$ cat src/rtl/seg_scan_ctrl.sv
// Seven-segment scan controller: refresh divider, digit select, anode drive and
// frame-synchronous display update. Optional anode blanking under `SEG_SCAN_BLANK_EN`.
module seg_scan_ctrl #(
  parameter int DIV_W     = 17,
  parameter int BLANK_CYC = 16
) (
  input  logic        clk,
  input  logic        rst_n,
  input  logic        en,
  input  logic [15:0] data_in,
  input  logic        data_valid,
  input  logic [3:0]  digit_en,
  output logic [1:0]  sel,
  output logic [3:0]  num1,
  output logic [3:0]  num2,
  output logic [3:0]  num3,
  output logic [3:0]  num4,
  output logic [3:0]  an,
  output logic        frame_tick,
  output logic        upd_pending
);

  if (DIV_W < 2 || BLANK_CYC < 0 || BLANK_CYC >= (1 << DIV_W)) begin : g_bad_param
    $error("seg_scan_ctrl: DIV_W must be >= 2 and BLANK_CYC < 2**DIV_W");
  end

  logic [DIV_W-1:0] div_cnt;
  logic [15:0]      pend;
  logic             tc;
  logic             boundary;
  logic [1:0]       sel_next;
  logic [3:0]       digit_on;
  logic [3:0]       an_next;

  always_comb begin
    tc       = &div_cnt;
    boundary = en && tc && (sel == 2'd3);
    sel_next = (en && tc) ? sel + 2'd1 : sel;
    // Anode derives from sel_next so both registers change on the same edge.
    digit_on = (4'b0001 << sel_next) & digit_en & {4{en}};
  end

`ifdef SEG_SCAN_BLANK_EN
  logic [DIV_W-1:0] blank_cnt;
  logic [DIV_W-1:0] blank_next;

  // Counter holds the number of dark cycles still owed; reloaded on every sel
  // change and while disabled so re-enabling also starts dark.
  always_comb begin
    if (!en || tc)
      blank_next = DIV_W'(BLANK_CYC);
    else if (blank_cnt != '0)
      blank_next = blank_cnt - DIV_W'(1);
    else
      blank_next = '0;
    an_next = (blank_next != '0) ? 4'hF : ~digit_on;
  end

  always_ff @(posedge clk or negedge rst_n) begin
    if (!rst_n) blank_cnt <= DIV_W'(BLANK_CYC);
    else        blank_cnt <= blank_next;
  end
`else
  always_comb an_next = ~digit_on;
`endif

  always_ff @(posedge clk or negedge rst_n) begin
    if (!rst_n) begin
      div_cnt     <= '0;
      sel         <= 2'd0;
      an          <= 4'hF;
      frame_tick  <= 1'b0;
      upd_pending <= 1'b0;
      pend        <= '0;
      num1        <= '0;
      num2        <= '0;
      num3        <= '0;
      num4        <= '0;
    end else begin
      if (en) div_cnt <= div_cnt + DIV_W'(1);
      sel        <= sel_next;
      an         <= an_next;
      frame_tick <= boundary;
      // Direct load when dark or on the boundary itself; otherwise defer.
      if (data_valid && (!en || boundary)) begin
        {num4, num3, num2, num1} <= data_in;
        upd_pending              <= 1'b0;
      end else if (data_valid) begin
        pend        <= data_in;
        upd_pending <= 1'b1;
      end else if (boundary && upd_pending) begin
        {num4, num3, num2, num1} <= pend;
        upd_pending              <= 1'b0;
      end
    end
  end

endmodule
$ cat config.mk
export PLATFORM = sky130hd
export DESIGN_NAME = seg_scan_ctrl
export DESIGN_NICKNAME = d
export VERILOG_FILES = /design/src/rtl/seg_scan_ctrl.sv
export SDC_FILE = /design/constraint.sdc
export NUM_CORES = 1
export LEC_CHECK = 0
export CORE_MARGIN = 4
export CORE_UTILIZATION = 30
export DETAILED_ROUTE_END_ITERATION = 10
export PLACE_DENSITY_LB_ADDON = 0.08
export SYNTH_ARGS = -nofsm -noshare
export SYNTH_HDL_FRONTEND = slang
export SYNTH_SLANG_ARGS = --single-unit
$ cat constraint.sdc
create_clock -name clk -period 6.41 [get_ports clk]
set_input_delay 1.282 -clock clk [delete_from_list [all_inputs] [get_ports clk]]
set_output_delay 1.282 -clock clk [all_outputs]
set_load 0.1 [all_outputs]
==> impl_metrics.env <==
export IMPL_max_cap_violations=0
export IMPL_postRouteAntennaNets=0
export IMPL_cts_buffer_depth=2
export IMPL_path_cells="clkdlybuf4s50_1"
export IMPL_grt_ovfl_total=0
export IMPL_areaGrowthSynthToFinish_pct=31.2
export IMPL_worstReg2RegStart="div_cnt[5]"
export IMPL_vias_per_cell=4.37
export IMPL_cts_sinks=57
export IMPL_synth_nets=216
export IMPL_clkLatencyLatePin_ns=0.33
export IMPL_hold_class="flop to flop"
export IMPL_slowest_stage="clkdlybuf4s50_1"
export IMPL_final_nets=268
export IMPL_critPathCaptureType="primary output"
export IMPL_fin_worst_skew_ns=0.00906
export IMPL_min_to="div_cnt[10]"
export IMPL_antenna_found_initial=0
export IMPL_hold_violations=0
export IMPL_grt_pass1_wl_um=7990
export IMPL_syn_cell_area_mm2=0.00242
export IMPL_rsz0062_at_grt="false"
export IMPL_cp_data_required_time_ns=5.13
export IMPL_grtUsageTotal_pct=10.6
export IMPL_worst_slew_pin_slew_ns=0.991
export IMPL_cts_setup_buffers=0
export IMPL_crit_type="flop to primary output"
export IMPL_grt_start_max_net_pins=58
export IMPL_period_minus_slack_ns=3.25
export IMPL_reg2reg_slack_ns=3.98
export IMPL_leakagePower_nw=1.45
export IMPL_htreeDepth=3
export IMPL_clkTransAtPathRegs_ns=0.07
export IMPL_seq_area_frac_synth_pct=59.2
export IMPL_numCtsBuffers=9
export IMPL_max_vdd_ir_drop_mv=0.164
export IMPL_place_congestion=0.676
export IMPL_dieArea_mm2=0.00956
export IMPL_core_area_mm2=0.00777
export IMPL_drt_iter0_markers=49
export IMPL_whs_path_depth=1
export IMPL_cts_tree="yes"
export IMPL_firstDrtPassIters=4
export IMPL_critPathTopFamily="buffers and inverters"
export IMPL_vias=1521
export IMPL_cts_root_buffer="clkbuf_8"
export IMPL_drive_above_1_share_pct=21.1
export IMPL_grt_pass1_vias=1546
export IMPL_dieWidth_um=97.8
export IMPL_drv_slew=0
export IMPL_io_buffers=47
export IMPL_rr_worst_depth=8
export IMPL_r2r_end="pend[15]"
export IMPL_dp_hpwl_um=3120
export IMPL_async_flop_share_pct=100
export IMPL_path_buf_inv=1
export IMPL_remaining_drc_errors=0
export IMPL_yosys_warnings=0
export IMPL_cellPowerDensity_mw_per_mm2=317
export IMPL_status="complete, no violations"
export IMPL_hold_ws_ns=0.466
export IMPL_finalCritPeriodShare_pct=50.7
export IMPL_n_antenna_cell=0
export IMPL_fmax_mhz=308
export IMPL_io_pins=48
export IMPL_cts_resized=0
export IMPL_tns_ns=0
export IMPL_finalSetupViolCount=0
export IMPL_cts_hold_buf=0
export IMPL_start_util_pct=31.1
export IMPL_post_synth_cell_area_avg_um2=12.8
export IMPL_routed_wl_um=4660
export IMPL_syn_inst=189
export IMPL_synth_cell_types=31
export IMPL_fp_dieH_um=97.8
export IMPL_synth_edf_count=0
export IMPL_wl_per_cell_um=13.4
export IMPL_cp_max_fo=1
export IMPL_hp_start="div_cnt[10]"
export IMPL_max_stage_delay_ns=1.13
export IMPL_setup_worst_path_start_class="flop"
export IMPL_relSlewSlack_pct=33.7
export IMPL_synthFlopType="dfrtp_1"
export IMPL_fp_row_count=32
export IMPL_cp_data_arrival_time_ns=1.97
export IMPL_synth_ff_latch_count=57
==> layout by cell type (no fill, tap or decap), types with 2 or more instances in the layout <==
cell type,count
clkinv_2,2
xor2_1,2
a21oi_1,16
nand4_2,2
nand4_1,6
xnor2_1,13
clkbuf_8,9
ha_1,3
clkdlybuf4s50_1,46
mux2i_1,17
and3_1,2
nor2_2,2
nor2_1,17
dfstp_2,4
nand2_1,5
inv_1,2
nand3_1,9
mux2_2,18
clkinvlp_4,3
dfrtp_1,53
==> cell families after synthesis <==
| group | count (synthesis) | synth area share, % |
|---|---|---|
| and+or+nand+nor | 50 | 11.5 |
| xor gates and xnor gates | 16 | 6.11 |
| DFF | 57 | 59.2 |
| muxes | 35 | 15.4 |
| buffers and inverters | 10 | 2.23 |
| AOI/OAI and AO/OA | 18 | 3.93 |
| adders and majority gates | 3 | 1.55 |
==> flip-flops by register name (all words and copies together), names as in the netlist <==
name	cells
num1	4
num4	4
upd_pending	1
num3	4
pend	16
an	4
sel	2
frame_tick	1
num2	4
div_cnt	17
==> layout make-up <==
| class | count | area (µm²) |
|---|---|---|
| fillers | 774 | 4600 |
| flip-flops and latches | 57 | 1430 |
| multi-input cells | 122 | 932 |
| repair buffers | 48 | 473 |
| well taps | 102 | 128 |
| clock buffers | 9 | 124 |
| clock inverters | 7 | 71.3 |
| inverters | 3 | 11.3 |
==> through the flow <==
stage	std cells	worst slack (ns)	area, µm²	util (%)	total power, mW
after CTS	348	3.13	3170	40.8	1.02
after global routing	348	3.10	3170	40.8	1.06
after global placement	332	3.20	2980	38.3	0.689
final	348	3.16	3170	40.8	1.01
after detailed placement	332	3.17	2980	38.3	0.690
after floorplan	189	4.17	2420	-	0.619
==> power breakdown <==
group | leakage (nW) | switching, mW | internal, mW
Sequential | 0.686 | 0.0381 | 0.410
Combinational | 0.671 | 0.151 | 0.0796
Clock | 0.0912 | 0.148 | 0.178
==> worst register-to-register path, cell delays in order (launching register included) <==
cell and delay [ns]:
dfrtp_1 0.41, and4_1 0.25, and3_1 0.31, nand3_1 0.13
nor3_2 0.17, ha_1 0.22, nand2_1 0.10, nand3_2 0.33
mux2_2 0.39
==> cell usage after synthesis, types with 2 or more instances <==
master    instances  area, µm²
dfrtp_1          53       1330
mux2_2           18        203
mux2i_1          17        170
nor2_1           17       63.8
a21oi_1          16       80.1
xnor2_1          13        114
nand3_1           9       45.0
nand4_1           6       37.5
nand2_1           5       18.8
dfstp_2           4        105
clkbuf_1          3       11.3
ha_1              3       37.5
and3_1            2       12.5
buf_4             2       15.0
inv_1             2       7.51
nand4_2           2       25.0
nor2_2            2       12.5
xor2_1            2       17.5
==> metal layers <==
layer | wire length [µm] | part of all wire (%) | track usage, % | vias up
met4 | 55 | 1.2 | 6.07 | 0
met1 | 2290 | 49 | 14.1 | 723
met2 | 2120 | 46 | 15.4 | 30
met3 | 182 | 3.9 | 3.21 | 5
li1 | - | - | - | 763
met5 | 0 | 0 | 0 | -
==> worst max path at each step <==
stage | startpoint | endpoint | slack [ns] | depth (start not counted)
after floorplan | div_cnt[5] | pend[0] | 4.17 | 10
after global placement | en | pend[9] | 3.20 | 3
after detailed placement | en | pend[9] | 3.17 | 3
after CTS | an[1] | an[1] | 3.13 | 1
after global routing | an[2] | an[2] | 3.10 | 1
final | an[1] | an[1] | 3.16 | 1
Power figures use the tool's default switching activity.
